[config.mk]
export PLATFORM = sky130hd
export DESIGN_NAME = ps2_key_tracker
export DESIGN_NICKNAME = d
export VERILOG_FILES = /design/src/rtl/ps2_pkg.sv /design/src/rtl/ps2_key_map.sv /design/src/rtl/ps2_key_tracker.sv
export SDC_FILE = /design/constraint.sdc
export NUM_CORES = 1
export LEC_CHECK = 0
export CORE_MARGIN = 2
export CORE_UTILIZATION = 55
export DETAILED_ROUTE_END_ITERATION = 6
export GPL_ROUTABILITY_DRIVEN = 0
export GPL_TIMING_DRIVEN = 0
export PLACE_DENSITY_LB_ADDON = 0.08
export SKIP_LAST_GASP = 1
export SYNTH_ARGS = -nofsm -noshare
export SYNTH_HDL_FRONTEND = slang
export SYNTH_SLANG_ARGS = --single-unit
[constraint.sdc]
create_clock -name clk -period 2.02 [get_ports clk]
set_input_delay 0.202 -clock clk [delete_from_list [all_inputs] [get_ports clk]]
set_output_delay 0.202 -clock clk [all_outputs]
set_load 0.02 [all_outputs]
[src/rtl/ps2_pkg.sv]
// Shared PS/2 set-2 constants and tracker state type.
package ps2_pkg;

   localparam logic [7:0] PS2_E0     = 8'hE0;
   localparam logic [7:0] PS2_E1     = 8'hE1;
   localparam logic [7:0] PS2_F0     = 8'hF0;
   localparam logic [7:0] PS2_BAT_OK = 8'hAA;
   localparam logic [7:0] PS2_OVR0   = 8'h00;
   localparam logic [7:0] PS2_OVRF   = 8'hFF;

   localparam logic [7:0] SC_LEFT    = 8'h6B;  // E0-prefixed
   localparam logic [7:0] SC_RIGHT   = 8'h74;  // E0-prefixed
   localparam logic [7:0] SC_JUMP    = 8'h12;
   localparam logic [7:0] SC_SHOOT   = 8'h1A;
   localparam logic [7:0] SC_SUICIDE = 8'h15;
   localparam logic [7:0] SC_RESTART = 8'h2D;

   localparam logic [2:0] KEY_LEFT    = 3'd0;
   localparam logic [2:0] KEY_RIGHT   = 3'd1;
   localparam logic [2:0] KEY_JUMP    = 3'd2;
   localparam logic [2:0] KEY_SHOOT   = 3'd3;
   localparam logic [2:0] KEY_SUICIDE = 3'd4;
   localparam logic [2:0] KEY_RESTART = 3'd5;

   typedef enum logic [2:0] {
      IDLE,
      GOT_E0,
      GOT_F0,
      GOT_E0F0,
      SKIP
   } ps2_state_e;

   // Self-test pass and overrun codes all wipe the held-key state.
   function automatic logic is_wipe_code(input logic [7:0] code);
      return (code == PS2_BAT_OK) || (code == PS2_OVR0) || (code == PS2_OVRF);
   endfunction

endpackage

[src/rtl/ps2_key_map.sv]
// Scan-code to key-index lookup; the only place the key map is defined.
module ps2_key_map
   import ps2_pkg::*;
(
   input  logic       extended,
   input  logic [7:0] code,
   output logic       hit,
   output logic [2:0] index
);

   always_comb begin
      hit   = 1'b0;
      index = '0;
      if (extended) begin
         case (code)
            SC_LEFT:  begin hit = 1'b1; index = KEY_LEFT;  end
            SC_RIGHT: begin hit = 1'b1; index = KEY_RIGHT; end
            default:  ;
         endcase
      end else begin
         case (code)
            SC_JUMP:    begin hit = 1'b1; index = KEY_JUMP;    end
            SC_SHOOT:   begin hit = 1'b1; index = KEY_SHOOT;   end
            SC_SUICIDE: begin hit = 1'b1; index = KEY_SUICIDE; end
            SC_RESTART: begin hit = 1'b1; index = KEY_RESTART; end
            default:    ;
         endcase
      end
   end

endmodule

[src/rtl/ps2_key_tracker.sv]
// PS/2 set-2 make/break tracker producing a held-key vector.
// Optional KEY_EDGE_EN adds key_press, a one-cycle pulse on each key going 0->1.
module ps2_key_tracker
   import ps2_pkg::*;
#(
   parameter int unsigned TIMEOUT_CYC = 500000,
   parameter int unsigned CNT_W       = $clog2(TIMEOUT_CYC + 1)
) (
   input  logic       clk,
   input  logic       clrn,
   input  logic [7:0] rx_data,
   input  logic       rx_valid,
   input  logic       rx_err,
   output logic [5:0] keys,
   output logic       busy
`ifdef KEY_EDGE_EN
   ,
   output logic [5:0] key_press
`endif
);

   ps2_state_e       state, state_nxt;
   logic [2:0]       skip_cnt, skip_nxt;
   logic [CNT_W-1:0] to_cnt;
   logic [5:0]       keys_nxt;
   logic             byte_ok;
   logic             timeout;
   logic             map_ext;
   logic             map_hit;
   logic [2:0]       map_idx;
   logic             key_set;
   logic             key_clr;
   logic             key_wipe;

   assign byte_ok = rx_valid & ~rx_err;
   assign timeout = (state != IDLE) && (to_cnt == CNT_W'(TIMEOUT_CYC));

   ps2_key_map u_key_map (
      .extended (map_ext),
      .code     (rx_data),
      .hit      (map_hit),
      .index    (map_idx)
   );

   always_ff @(posedge clk or negedge clrn) begin
      if (!clrn) begin
         state    <= IDLE;
         skip_cnt <= '0;
      end else begin
         state    <= state_nxt;
         skip_cnt <= skip_nxt;
      end
   end

   // Error beats valid, valid beats timeout; key actions are decoded here
   // and applied by the key register below.
   always_comb begin
      state_nxt = state;
      skip_nxt  = skip_cnt;
      map_ext   = 1'b0;
      key_set   = 1'b0;
      key_clr   = 1'b0;
      key_wipe  = 1'b0;
      if (rx_err) begin
         state_nxt = IDLE;
         skip_nxt  = '0;
      end else if (rx_valid) begin
         case (state)
            IDLE: begin
               if (rx_data == PS2_E0) begin
                  state_nxt = GOT_E0;
               end else if (rx_data == PS2_F0) begin
                  state_nxt = GOT_F0;
               end else if (rx_data == PS2_E1) begin
                  state_nxt = SKIP;
                  skip_nxt  = 3'd7;
               end else if (is_wipe_code(rx_data)) begin
                  key_wipe = 1'b1;
               end else begin
                  key_set = 1'b1;
               end
            end
            GOT_E0: begin
               if (rx_data == PS2_F0) begin
                  state_nxt = GOT_E0F0;
               end else if (rx_data != PS2_E0) begin
                  map_ext   = 1'b1;
                  key_set   = 1'b1;
                  state_nxt = IDLE;
               end
            end
            GOT_F0: begin
               if (rx_data == PS2_E0) begin
                  state_nxt = GOT_E0;
               end else if (rx_data != PS2_F0) begin
                  key_clr   = 1'b1;
                  state_nxt = IDLE;
               end
            end
            GOT_E0F0: begin
               map_ext   = 1'b1;
               key_clr   = 1'b1;
               state_nxt = IDLE;
            end
            SKIP: begin
               if (skip_cnt <= 3'd1) begin
                  skip_nxt  = '0;
                  state_nxt = IDLE;
               end else begin
                  skip_nxt = skip_cnt - 3'd1;
               end
            end
            default: begin
               state_nxt = IDLE;
               skip_nxt  = '0;
            end
         endcase
      end else if (timeout) begin
         state_nxt = IDLE;
         skip_nxt  = '0;
      end
   end

   always_comb begin
      busy = (state != IDLE);
   end

   always_ff @(posedge clk or negedge clrn) begin
      if (!clrn) begin
         to_cnt <= '0;
      end else if (byte_ok || rx_err || timeout || state == IDLE) begin
         to_cnt <= '0;
      end else begin
         to_cnt <= to_cnt + CNT_W'(1);
      end
   end

   always_comb begin
      keys_nxt = keys;
      if (key_wipe) begin
         keys_nxt = '0;
      end else if (map_hit && key_set) begin
         keys_nxt[map_idx] = 1'b1;
      end else if (map_hit && key_clr) begin
         keys_nxt[map_idx] = 1'b0;
      end
   end

   always_ff @(posedge clk or negedge clrn) begin
      if (!clrn) begin
         keys <= '0;
      end else begin
         keys <= keys_nxt;
      end
   end

`ifdef KEY_EDGE_EN
   always_ff @(posedge clk or negedge clrn) begin
      if (!clrn) begin
         key_press <= '0;
      end else begin
         key_press <= keys_nxt & ~keys;
      end
   end
`endif

endmodule

==> results summary, run 1 <==
In this run, distinct cell masters in the synthesized netlist total 52. Between clock sinks in the finished design, the worst skew comes to approximately 13 ps. The number of global-route vias before repair came out at 1723. The largest net degree at the start of global routing is 32.

The instance count after placement with tap cells included came out at 281. The top cell types in the final layout, fill and taps aside, are 33 x sky130_fd_sc_hd__nor2_1, 31 x sky130_fd_sc_hd__dfrtp_1, 17 x sky130_fd_sc_hd__nand2_1. The measured slew at the worst slew-check pin came out at between 700 and 800 ps.

The full die area is ~0.0041 mm2. From left edge to right edge, the die measures 64.0 um. At the later pin of the worst-skew pair, clock insertion delay measures 330 ps. Cells with a size suffix above 1 make up about an eighth of the layout.

The number of cells traversed by the worst hold path is 4. Headroom to the max-slew limit came out at a little over half. The synthesized design devotes to its leading area cell type 39.2% of total area. Excluding fillers, the count of instances in the completed layout stands at 290.

The data required time of the worst path came out at ~2200 ps. For this design the top-level I/O count stands at 19. The wire length of the first global-routing pass came out at 7380 um. Yosys attributes the largest share of cell area to sky130_fd_sc_hd__dfrtp_1 39%, sky130_fd_sc_hd__nor2_1 6.3%, sky130_fd_sc_hd__xor2_1 5.8%, sky130_fd_sc_hd__nand3_1 3.5%, sky130_fd_sc_hd__nand2_1 3.2%.

The final global-route overflow total came out at 0. Input and output buffers added on the ports amount to 16. The number of vias per cell is 5.82. The number of flops mapped to enable cells by yosys is 0. The area overhead of the layout relative to synthesis came out at 17.2%. The initial antenna violation count came out at 0. The wire length after detailed routing is 4100 um.

The worst setup path is of the input pin to flop kind. The leakage power figure came out at 0.893 nW. Static timing analysis puts the maximum clock frequency at around 0.51 GHz. After filler insertion, the fill cell instance count of the layout stands at 292. The fraction of registers with async set or reset after synthesis came out at 100%. The floorplan die height came out at 64.0 um.

The number of DRC violations after detailed-routing iteration 0 came out at between 100 and 150. The final critical path takes up 97.6% of the cycle. The path class of the tightest hold or removal check is input pin to flop. TritonCTS built the clock tree. The largest voltage drop on the vdd net came out at 566 uV. After detailed routing, the number of remaining DRC violations is 0.

The area inside the core boundary is 0.00339 mm2. TritonCTS created 5 clock buffers. The starting density of the core is approximately three fifths. The average routed wire per standard cell is 14.1 um. The number of nets in the finished design is 259. The synthesized area per cell is 9.04 um2. The worst hold slack after final layout came out at 235 ps.

The cell area power density came out at between 500 and 600 mW/mm2. The area taken by multi-input logic gates came out at 0.00113 mm2. Sequential elements use 39.2% of the synthesized area. The total count of hold-check failures in the final report came out at 0. The total power after layout came out at 1.33 mW.

The root buffer cell chosen for the clock tree is sky130_fd_sc_hd__clkbuf_4. The CTS clock-pin slew for the worst setup and hold paths is around 100 ps. The type of origin of the critical path is an input pin. The highest net fanout along the worst path came out at 8. The final antenna-violating net count came out at 0.

The sequential cell area in the final layout is 776 um2. Leaving out fill and tap cells, the most frequent cell in the layout is sky130_fd_sc_hd__nor2_1. The routed layout has 1689 vias. The repair_antennas step left the layout with diodes totalling 0.

The worst setup path is captured at a flop. Setup repair after global routing left no endpoint under its margin. The number of maximum-capacitance constraint violations is 0. The row count is 21. The summed instance area of the synthesized netlist came out at 0.00198 mm2. The run finished with clean final reports. The number of cells produced by synthesis is 219. Counting along the longest clock path gives a buffer depth of 2. Counting cells, the worst reg-to-reg path comes to 6.

The post-route minimum period is 1970 ps. The clock tree synthesis step divided the H-tree into 2 levels. The final number of max-transition violations came out at 0. The clock sink count came out at 31.

The count of synthesis-stage warnings from yosys is 0. The arrival time at the worst endpoint is about 2200 ps. Across every metal layer, demand over resource in global routing totals 22.5%. sky130_fd_sc_hd__dfrtp_1 takes more of the synthesized area than any other cell. The main flop type after synthesis is sky130_fd_sc_hd__dfrtp_1. Adding up every negative setup slack in the final design gives 0 ps. The first-pass iteration count of the detailed router came out at 4. The register bit total from synthesis is 31. Setup violations remaining at the end of the flow were counted as 0.

Synthesis produced a netlist with a net count of 235. The total half-perimeter wirelength after legalization and detailed placement is 3040 um.
## worst max-delay path, cell delays in order
cell and delay (ps):
sky130_fd_sc_hd__clkdlybuf4s50_1 610, sky130_fd_sc_hd__and4b_4 300, sky130_fd_sc_hd__nand2_1 120, sky130_fd_sc_hd__o311a_1 370, sky130_fd_sc_hd__a211o_1 330, sky130_fd_sc_hd__a32o_1 260
## registers in the layout (all words and copies together), names as in the netlist
register,flops
keys,6
skip_cnt,3
state,3
to_cnt,19
## through the flow
stage	setup WS (ps)	area, um2	util, %
after floorplan	64.4	1980	-
after global placement	-299	2200	64.8
after detailed placement	-311	2200	64.8
after CTS	31.5	2280	67.2
after global routing	0.379	2320	68.4
final	47.5	2320	68.4
## logic make-up after synthesis
| group | Yosys count | synth area share, % |
|---|---|---|
| AND/OR/NAND/NOR | 112 | 31.0 |
| multiplexers | 1 | 0.506 |
| adder cells (fa/ha/maj) | 4 | 2.53 |
| flip-flops | 31 | 39.2 |
| AO/OA/AOI/OAI | 33 | 14.2 |
| XOR/XNOR | 18 | 7.96 |
| buffers and inverters | 20 | 4.61 |
## worst paths after layout
path	from	endpoint	slack, ps
min in group asynchronous	clrn	to_cnt[6]	440
setup reg to reg	state[2]	state[2]	70
max in group asynchronous	clrn	to_cnt[14]	1150
hold / removal	rx_data[1]	keys[4]	230
hold reg to reg	keys[3]	keys[3]	540
setup / recovery	rx_data[6]	state[2]	50
## synth_stat cells (all sizes together), types with 3 or more instances
cell type  count
inv           11
nand2b         3
ha             4
clkbuf         3
a21oi          6
o21ai          8
nor4bb         3
nand3         14
dfrtp         31
buf            6
nor2          33
nor4           4
xnor2          5
nand4          9
nor3           9
xor2          13
nand2         17
## layout make-up
| class | count | area share [%] |
|---|---|---|
| clock inverter | 2 | 1.51 |
| timing repair buffer | 19 | 7.93 |
| tap | 46 | 2.48 |
| inverter | 11 | 1.78 |
| buffer | 7 | 1.94 |
| clock buffer | 6 | 2.21 |
| sequential | 31 | 33.4 |
| multi-input combinational | 168 | 48.7 |
## power breakdown
part / internal, mW / switching (mW)
registers: 0.634 / 0.0115
clock network: 0.292 / 0.206
logic: 0.0796 / 0.107
## repair_timing
action,4_1_cts,5_1_grt
gates resized for setup,1,8
buffers inserted,0,2
setup endpoints to repair,13,25
hold buffers,0,1
pin swaps,1,3
endpoints found under the hold margin,0,31
## layer usage
| layer | global-route usage (%) | share of wire, % | routed length [um] | vias up |
|---|---|---|---|---|
| li1 | - | - | - | 838 |
| met4 | 7.07 | 0.93 | 38 | 0 |
| met2 | 41.7 | 53 | 2180 | 31 |
| met3 | 4.05 | 3.4 | 139 | 4 |
| met1 | 26.0 | 42 | 1740 | 816 |
| met5 | 0 | 0 | 0 | - |
Note: power is estimated with default switching activity, not from simulation.
==> run 2, diff against run 1 <==
--- a/config.mk
+++ b/config.mk
@@ -10,6 +10,7 @@
 export DETAILED_ROUTE_END_ITERATION = 6
 export GPL_ROUTABILITY_DRIVEN = 0
 export GPL_TIMING_DRIVEN = 0
+export MAX_ROUTING_LAYER = met4
 export PLACE_DENSITY_LB_ADDON = 0.08
 export SKIP_LAST_GASP = 1
 export SYNTH_ARGS = -nofsm -noshare
==> results of run 2 <==
The final DEF is identical to that of run 1; final timing and power are the same.
Among the figures that moved: overall routing resource usage 22.5% -> 23.1%
